[config.mk]
export PLATFORM = sky130hd
export DESIGN_NAME = pdecoder_3to8_accum_flat
export DESIGN_NICKNAME = d
export VERILOG_FILES = /design/src/rtl/bitsim_pkg.sv /design/src/rtl/pdecoder_3to8_accum_if.sv /design/src/rtl/pdecoder_3to8.sv /design/src/rtl/pdecoder_3to8_accum.sv /design/src/flat_wrapper.sv
export SDC_FILE = /design/constraint.sdc
export NUM_CORES = 1
export LEC_CHECK = 0
export CORE_MARGIN = 5
export CORE_UTILIZATION = 69
export CTS_BUF_LIST = sky130_fd_sc_hd__clkbuf_8
export DETAILED_ROUTE_END_ITERATION = 7
export DONT_BUFFER_PORTS = 1
export MAX_ROUTING_LAYER = met4
export PLACE_DENSITY = 0.85
export SETUP_SLACK_MARGIN = 0.1
export SLEW_MARGIN = 20
export SYNTH_ARGS = -nofsm -noshare
export SYNTH_HDL_FRONTEND = slang
export SYNTH_SLANG_ARGS = --single-unit
[constraint.sdc]
create_clock -name clk -period 10 [get_ports clk]
set_clock_uncertainty 0.15 [all_clocks]
set_input_delay 2.5 -clock clk [delete_from_list [all_inputs] [get_ports clk]]
set_output_delay 2.5 -clock clk [all_outputs]
set_load 0.05 [all_outputs]
[src/rtl/bitsim_pkg.sv]
// Shared widths, FSM state type and bit-position helpers for the essential-bit datapath.
package bitsim_pkg;

  localparam int unsigned POS_W  = 3;
  localparam int unsigned MASK_W = 8;
  localparam int unsigned CNT_W  = 4;

  typedef enum logic {
    ACCUM = 1'b0,
    HOLD  = 1'b1
  } state_t;

  // Position 0 addresses the MSB of the mask.
  function automatic logic [MASK_W-1:0] pos_to_onehot(input logic [POS_W-1:0] pos);
    logic [MASK_W-1:0] msb;
    msb = {1'b1, {(MASK_W-1){1'b0}}};
    return msb >> pos;
  endfunction

  function automatic logic [CNT_W-1:0] popcount(input logic [MASK_W-1:0] m);
    logic [CNT_W-1:0] c;
    c = '0;
    for (int i = 0; i < MASK_W; i++) c = c + CNT_W'(m[i]);
    return c;
  endfunction

endpackage

[src/rtl/pdecoder_3to8_accum_if.sv]
// Position-beat input stream and rebuilt-word output stream of the decoder.
interface pdecoder_3to8_accum_if;

  logic                            in_valid;
  logic                            in_ready;
  logic [bitsim_pkg::POS_W-1:0]    in_pos;
  logic                            in_zero;
  logic                            in_last;
  logic                            out_valid;
  logic                            out_ready;
  logic [bitsim_pkg::MASK_W-1:0]   out_mask;
  logic [bitsim_pkg::CNT_W-1:0]    out_count;
  logic                            out_err;

  modport master (
    output in_valid, in_pos, in_zero, in_last, out_ready,
    input  in_ready, out_valid, out_mask, out_count, out_err
  );

  modport slave (
    input  in_valid, in_pos, in_zero, in_last, out_ready,
    output in_ready, out_valid, out_mask, out_count, out_err
  );

endinterface

[src/rtl/pdecoder_3to8.sv]
// Combinational 3-bit position to one-hot mask decode, enabled for non-zero beats.
module pdecoder_3to8
  import bitsim_pkg::*;
(
  input  logic [POS_W-1:0]  pos,
  input  logic              zero,
  output logic [MASK_W-1:0] onehot_c,
  output logic              en_c
);

  assign onehot_c = pos_to_onehot(pos);
  assign en_c     = !zero;

endmodule

[src/rtl/pdecoder_3to8_accum.sv]
// Rebuilds an 8-bit mask from a stream of bit-position beats and holds it until taken.
module pdecoder_3to8_accum
  import bitsim_pkg::*;
#(
  parameter int unsigned MAX_TERMS = 8
) (
  input  logic                  clk,
  input  logic                  reset,
  pdecoder_3to8_accum_if.slave  bus
);

  state_t              state, state_n;
  logic [MASK_W-1:0]   acc_mask, mask_n;
  logic [CNT_W-1:0]    term_cnt, cnt_n;
  logic                err_acc, err_n;
  logic [MASK_W-1:0]   onehot;
  logic                en;
  logic                accept;
  logic [CNT_W-1:0]    pop_n;

  pdecoder_3to8 u_dec (
    .pos      (bus.in_pos),
    .zero     (bus.in_zero),
    .onehot_c (onehot),
    .en_c     (en)
  );

  assign bus.in_ready  = (state == ACCUM) || bus.out_ready;
  assign bus.out_valid = (state == HOLD);
  assign accept        = bus.in_valid && bus.in_ready;
  assign pop_n         = popcount(mask_n);

  always_ff @(posedge clk) begin
    if (reset) state <= ACCUM;
    else       state <= state_n;
  end

  // Next accumulator value and next state; term_cnt saturates at MAX_TERMS+1.
  always_comb begin
    mask_n  = acc_mask;
    cnt_n   = term_cnt;
    err_n   = err_acc;
    state_n = state;
    if (accept && en) begin
      mask_n = acc_mask | onehot;
      if ((acc_mask & onehot) != '0) err_n = 1'b1;
      if (term_cnt >= CNT_W'(MAX_TERMS)) err_n = 1'b1;
      if (term_cnt <= CNT_W'(MAX_TERMS)) cnt_n = term_cnt + CNT_W'(1);
    end
    case (state)
      ACCUM:   if (accept && bus.in_last) state_n = HOLD;
      HOLD:    if (bus.out_ready) state_n = (accept && bus.in_last) ? HOLD : ACCUM;
      default: state_n = ACCUM;
    endcase
  end

  // A last beat publishes the word and leaves a cleared accumulator behind.
  always_ff @(posedge clk) begin
    if (reset) begin
      acc_mask      <= '0;
      term_cnt      <= '0;
      err_acc       <= 1'b0;
      bus.out_mask  <= '0;
      bus.out_count <= '0;
      bus.out_err   <= 1'b0;
    end else if (accept) begin
      if (bus.in_last) begin
        acc_mask      <= '0;
        term_cnt      <= '0;
        err_acc       <= 1'b0;
        bus.out_mask  <= mask_n;
        bus.out_count <= pop_n;
        bus.out_err   <= err_n;
      end else begin
        acc_mask <= mask_n;
        term_cnt <= cnt_n;
        err_acc  <= err_n;
      end
    end
  end

endmodule

[src/flat_wrapper.sv]
// flat-port wrapper written by rule: the top's interface ports become plain ports
module pdecoder_3to8_accum_flat import bitsim_pkg::*;
#(
  parameter int unsigned MAX_TERMS = 8
)
  (clk, reset, bus_in_valid, bus_in_pos, bus_in_zero, bus_in_last, bus_out_ready, bus_in_ready, bus_out_valid, bus_out_mask, bus_out_count, bus_out_err);
  pdecoder_3to8_accum_if bus_i ();
  input  logic clk;
  input  logic reset;
  input wire logic [$bits(bus_i.in_valid)-1:0] bus_in_valid;
  input wire logic [$bits(bus_i.in_pos)-1:0] bus_in_pos;
  input wire logic [$bits(bus_i.in_zero)-1:0] bus_in_zero;
  input wire logic [$bits(bus_i.in_last)-1:0] bus_in_last;
  input wire logic [$bits(bus_i.out_ready)-1:0] bus_out_ready;
  output wire logic [$bits(bus_i.in_ready)-1:0] bus_in_ready;
  output wire logic [$bits(bus_i.out_valid)-1:0] bus_out_valid;
  output wire logic [$bits(bus_i.out_mask)-1:0] bus_out_mask;
  output wire logic [$bits(bus_i.out_count)-1:0] bus_out_count;
  output wire logic [$bits(bus_i.out_err)-1:0] bus_out_err;
  assign bus_i.in_valid = bus_in_valid;
  assign bus_i.in_pos = bus_in_pos;
  assign bus_i.in_zero = bus_in_zero;
  assign bus_i.in_last = bus_in_last;
  assign bus_i.out_ready = bus_out_ready;
  assign bus_in_ready = bus_i.in_ready;
  assign bus_out_valid = bus_i.out_valid;
  assign bus_out_mask = bus_i.out_mask;
  assign bus_out_count = bus_i.out_count;
  assign bus_out_err = bus_i.out_err;
  pdecoder_3to8_accum #(.MAX_TERMS(MAX_TERMS)) u_core (.clk(clk), .reset(reset), .bus(bus_i));
endmodule
=== Word-level counts from Yosys, hierarchy flattened ===
Index checks and enable logic that the tools add are counted.

* Add/sub/neg operators: 8
* Multiply operators: 0
* Div/mod/pow operators: 0
* Magnitude comparators: 2
* Equal/unequal tests: 0
* Shift operators: 1
* Multiplexer cells: 12
* Bitwise logic cells: 3
* Reduce and logical (&&, ||, !) cells: 10

{| class="wikitable"
|+ Operators by type and width
! operator !! number
|-
| $add A4 B1 Y4 || 6
|-
| $mux W8 || 2
|-
| $mux W4 || 3
|-
| $and A8 B8 Y8 || 1
|-
| $or A8 B8 Y8 || 1
|-
| $reduce_bool A8 Y1 || 1
|-
| $shr A8 B3 Y8 const A || 1
|-
| $mux W1 || 6
|-
| $add A4 B1 Y4 const B || 1
|-
| $ge A4 B4 Y1 const B || 1
|-
| $le A4 B4 Y1 const B || 1
|-
| $reduce_bool A2 Y1 || 2
|-
| $logic_and A1 B1 Y1 || 3
|-
| $reduce_and A3 Y1 || 1
|-
| $add A1 B1 Y2 || 1
|-
| $pmux W1 S2 || 1
|-
| $reduce_and A2 Y1 || 1
|-
| $logic_not A1 Y1 || 1
|-
| $logic_or A1 B1 Y1 || 1
|-
| $not A1 Y1 || 1
|}

* Flip-flop bits (word level): 27
* Bits in latches: 0
* RAM bits: 0
* ROM bits: 0
* Output and inout port bits: 15
* Logic and storage cells: 43
* Memories kept: 0

=== Depth between registers and ports, before layout ===
* Depth after elaboration: 12
* Depth in mapped cells: 15
* Depth with buffers taken out: 15

=== Cells and area by module ===
A second synthesis with hierarchy kept.

* Cell total of the unflattened synthesis: 133
* Area total of the unflattened synthesis: 1,393.8 um^2

{| class="wikitable"
|+ Modules (own cells, without submodules)
! module !! times used !! cells each !! area each (um^2) !! seq. area each (um^2)
|-
| pdecoder_3to8_accum || 1 || 124 || 1,325.0 || 540.5
|-
| pdecoder_3to8 || 1 || 9 || 68.8 || 0.0
|}

=== Worst setup path after synthesis ===
Ideal clock, no wire load.

* Path type: input -> register
* Start point: in bus_in_pos[1]
* End point: reg u_core.bus.out_count[2]
* Setup time: 0.071 ns
* Arrival time: 5.569 ns
* Data required time: 9.779 ns
* Path slack: 4.211 ns
* Cell stages on the path: 15
* Path buffers: 1
* Path through: buf_4 nor2b_1 a31oi_1 inv_1 ha_1 inv_1 fa_1 inv_1 fa_1 inv_1 fa_1 fa_1 xnor2_1 nand2_1 a21oi_1

* Longest elaborated chain between the ends: 10

{| class="wikitable"
|+ RTL lines
! element !! line !! text
|-
| start: declaration || flat_wrapper.sv:11 || <nowiki>input wire logic [$bits(bus_i.in_pos)-1:0] bus_in_pos;</nowiki>
|-
| $shr A8 B3 Y8 || bitsim_pkg.sv:17 || <nowiki>return msb >> pos;</nowiki>
|-
| $or A8 B8 Y8 || pdecoder_3to8_accum.sv:45 || <nowiki>mask_n = acc_mask | onehot;</nowiki>
|-
| $mux W8 || pdecoder_3to8_accum.sv:44 || <nowiki>if (accept && en) begin</nowiki>
|-
| net u_core.mask_n[1] || pdecoder_3to8_accum.sv:13 || <nowiki>logic [MASK_W-1:0] acc_mask, mask_n;</nowiki>
|-
| $add A1 B1 Y2 || bitsim_pkg.sv:23 || <nowiki>for (int i = 0; i < MASK_W; i++) c = c + CNT_W'(m[i]);</nowiki>
|-
| $add A4 B1 Y4 (6 in a row) || bitsim_pkg.sv:23 ||
|-
| end signal: assignment || pdecoder_3to8_accum.sv:72 || <nowiki>bus.out_count <= pop_n;</nowiki>
|-
| end: declaration || pdecoder_3to8_accum_if.sv:22 || <nowiki>output in_ready, out_valid, out_mask, out_count, out_err</nowiki>
|}

The timed path passes the listed nets, and every way through them passes these cells.
A chain may end at the register's enable or synchronous reset.

=== Worst setup path in the final report ===
* Start point: in bus_out_ready
* End point: reg u_core.bus.out_count[2]

* Longest elaborated chain between the ends: 11
* Elaborated cells between the ends (all ways): 12
* Those cells by class: add/sub: 7; mux: 1; reduce/logical: 4

{| class="wikitable"
|+ RTL lines
! element !! line !! text
|-
| start: declaration || flat_wrapper.sv:14 || <nowiki>input wire logic [$bits(bus_i.out_ready)-1:0] bus_out_ready;</nowiki>
|-
| $logic_or A1 B1 Y1 || pdecoder_3to8_accum.sv:28 || <nowiki>assign bus.in_ready = (state == ACCUM) || bus.out_ready;</nowiki>
|-
| $logic_and A1 B1 Y1 || pdecoder_3to8_accum.sv:30 || <nowiki>assign accept = bus.in_valid && bus.in_ready;</nowiki>
|-
| $logic_and A1 B1 Y1 || pdecoder_3to8_accum.sv:44 ||
|-
| $mux W8 || pdecoder_3to8_accum.sv:44 ||
|-
| net u_core.mask_n[0] || pdecoder_3to8_accum.sv:13 ||
|-
| $add A1 B1 Y2 || bitsim_pkg.sv:23 ||
|-
| $add A4 B1 Y4 (6 in a row) || bitsim_pkg.sv:23 ||
|}

The timed path passes the listed nets, and every way through them passes these cells.

==> metrics.cfg <==
[layout]
post-route-util = 0.775
multiInputGateArea_um2 = 686
drive_above_1_share = 0.0699
antennaDiodeCount = 0
nets = 162
post-route-cell-area_um2 = 1370
seq_area_um2 = 541
area_growth_pct = 4.00
nFillCells = 131

[logic_synthesis]
synth-seq-cells = 27
netlist_instances = 144
synth.distinct_cells = 35
ys_seq_area_frac = 0.411
synth_top_area_cell = dfxtp_1
ys.flop_type = dfxtp_1
syn-num-nets = 162
syn_area_um2 = 1320
synth-edff-count = 0
async_flop_share = 0
synth_top_area_share = 0.411
synthTopCellsByArea = dfxtp_1 41%, fa_1 6.1%, a211oi_1 5.7%
yosys_warnings = 0
avgSynthCellArea_um2 = 9.13

[clock_network]
clock_sinks = 27
clk_pin_slew_ps = 90
cts_made_buffers = 3
cts_resized = 0
cts_tree = done
cts_buffer_depth = 2
clk_latency_ps = 270
clock-root-buffer = clkbuf_8
htreeDepth = 1
ctsHoldBuffers = 0
cts_setup_buffers = 0

[placement]
dpl_cell_area_um2 = 1320
gp_congestion = 0.829
io_buffers = 0
pre_cts_slack_ps = 3940
dp.final_hpwl_um = 2050

[global_route]
grt_use_total = 0.226
grt_pass1_wl_um = 4550
grt_pass1_vias = 1021
grt-ovfl-total = 0
grt_max_degree = 23
antenna_found_initial = 0

[timing]
tns_ps = 0
slew_headroom = 0.547
layout_setup_ws_ps = 4180
hold_violations = 0
finalCritPeriodShare = 0.582
worstMarginPinSlew_ps = 679
finalMaxSlewViolations = 0
rsz0062_at_grt = no
layout_min_cycle_time_ps = 5820
setup_violations = 0
fmax_mhz = 172

[drt]
dr_wl_met2_um = 1380
drt-met1-wl_um = 1060
drtIter0Drc = 26
routed-wl-met3_um = 210
drtPass1Iterations = 4
ant_nets = 0
top_layer = met4
avgRoutedWirePerCell_um = 16.0
drt-total-wl_um = 2680
routed_via_density = 6.07
drc = 0
dr_total_vias = 1020

[floorplan]
die_area_um2 = 2880
initial_utilization = 0.745
die_w_um = 53.7
num_rows = 15
io_pins = 24
core_um2 = 1760
die_h_um = 53.7

[setup_path]
r2r_cells = 15
worst_setup_path_end_kind = flop
crit_fanout = 6
r2r-start = u_core.bus.out_valid$_SDFF_PP0_
critPathKind = input pin to flop
setup.worst_path.end = u_core.bus.out_count[2]$_SDFFE_PP0P_
timing.rr.end = u_core.bus.out_count[2]$_SDFFE_PP0P_
crit_required_ps = 10060
critPathArrivalTime_ps = 5870
start_kind = input pin
rrSetupSlack_ps = 5620
critPathLaunch = bus_out_ready

[flow_run]
maxCapViolations = 0

[pwr]
switching_share = 0.279
clkPwrFrac = 0.301
seqPwrFrac = 0.613
power_mw = 0.202
p_int_mw = 0.146
vdd_drop_max_uv = 148
powerDensity_nw_per_um2 = 148
combPwrFrac = 0.086
p_leak_nw = 0.515
p_switching_mw = 0.0564

[status]
status = complete, no violations

[hold_path]
min-delay-path-class = flop to flop

## cells in the final DEF (no fill, tap or decap), types with 2 or more instances in the layout
cell,netlist,final
a211oi_1,10,10
a21oi_1,11,11
a31oi_1,5,5
clkbuf_8,0,3
dfxtp_1,27,27
fa_1,4,4
ha_1,5,5
inv_1,17,17
mux2i_1,4,4
nand2_1,3,3
nand3_1,3,3
nor2_1,20,20
nor2b_1,3,3
o21ai_0,8,8
or3_1,2,2
## metal layers
metal  vias to the layer above  global-route usage
li1                        497                   -
met1                       475               0.250
met2                        42               0.396
met3                         6              0.0665
met4                         0              0.0596
met5                         -                   -
## stage by stage
step,instances,hold slack (ps)
final,168,336
after global placement,164,302
after floorplan,144,292
after detailed placement,164,315
after global routing,168,382
after CTS,168,336
## worst max-delay path, stage by stage
cell,delay (ps)
nor2b_4,160
nor3_2,110
a41oi_1,320
inv_1,80
ha_1,280
inv_1,50
fa_1,490
inv_1,60
fa_1,500
inv_1,50
fa_1,420
fa_1,460
xnor2_1,150
nand2_1,90
a21oi_1,170
## sequential cells by signal, summed over array words and instances, names as in the netlist
| register | cells |
|---|---|
| u_core.err_acc | 1 |
| u_core.bus.out_err | 1 |
| u_core.bus.out_count | 4 |
| u_core.acc_mask | 8 |
| u_core.bus.out_mask | 8 |
| u_core.bus.out_valid | 1 |
| u_core.term_cnt | 4 |
## cell families (layout without fill, tap and decap cells)
logic type	Yosys count	count (layout)	synth area share
AOI/OAI and AO/OA	41	41	0.199
and+or+nand+nor	39	39	0.160
DFF	27	27	0.411
buffers and inverters	22	21	0.0676
adders and majority gates	9	9	0.108
muxes	5	5	0.0476
xor gates and xnor gates	1	1	0.00666
## how the worst min path moves through the flow
stage | from | to | slack (ps) | cells past startpoint
after CTS | u_core.err_acc$_SDFFE_PP0N_ | u_core.err_acc$_SDFFE_PP0N_ | 340 | 1
after floorplan | u_core.err_acc$_SDFFE_PP0N_ | u_core.err_acc$_SDFFE_PP0N_ | 290 | 1
final | u_core.err_acc$_SDFFE_PP0N_ | u_core.err_acc$_SDFFE_PP0N_ | 340 | 1
after global routing | u_core.err_acc$_SDFFE_PP0N_ | u_core.err_acc$_SDFFE_PP0N_ | 380 | 1
after global placement | u_core.err_acc$_SDFFE_PP0N_ | u_core.err_acc$_SDFFE_PP0N_ | 300 | 1
after detailed placement | u_core.err_acc$_SDFFE_PP0N_ | u_core.err_acc$_SDFFE_PP0N_ | 320 | 1
## area by class of cell
cell class / count / area share
Inverter: 17 / 0.0467
Tap cell: 25 / 0.0229
Clock inverter: 1 / 0.00366
Clock buffer: 3 / 0.0302
Sequential cell: 27 / 0.395
Multi-Input combinational cell: 95 / 0.501
## Yosys cell counts, types with 2 or more instances
library cell / n
dfxtp_1: 27
nor2_1: 20
inv_1: 17
a21oi_1: 11
a211oi_1: 10
o21ai_0: 8
a31oi_1: 5
ha_1: 5
fa_1: 4
mux2i_1: 4
nand2_1: 3
nand3_1: 3
nor2b_1: 3
buf_2: 2
or3_1: 2
## power by group through the flow
stage | combinational [mW] | sequential (mW) | clock [mW]
2_1_floorplan | 0.0159 | 0.126 | 0
3_3_place_gp | 0.0161 | 0.126 | 0
3_5_place_dp | 0.0170 | 0.126 | 0
4_1_cts | 0.0172 | 0.124 | 0.0625
5_1_grt | 0.0198 | 0.124 | 0.0664
6_report | 0.0173 | 0.124 | 0.0609
No activity file was read; power rests on OpenSTA's default activity.
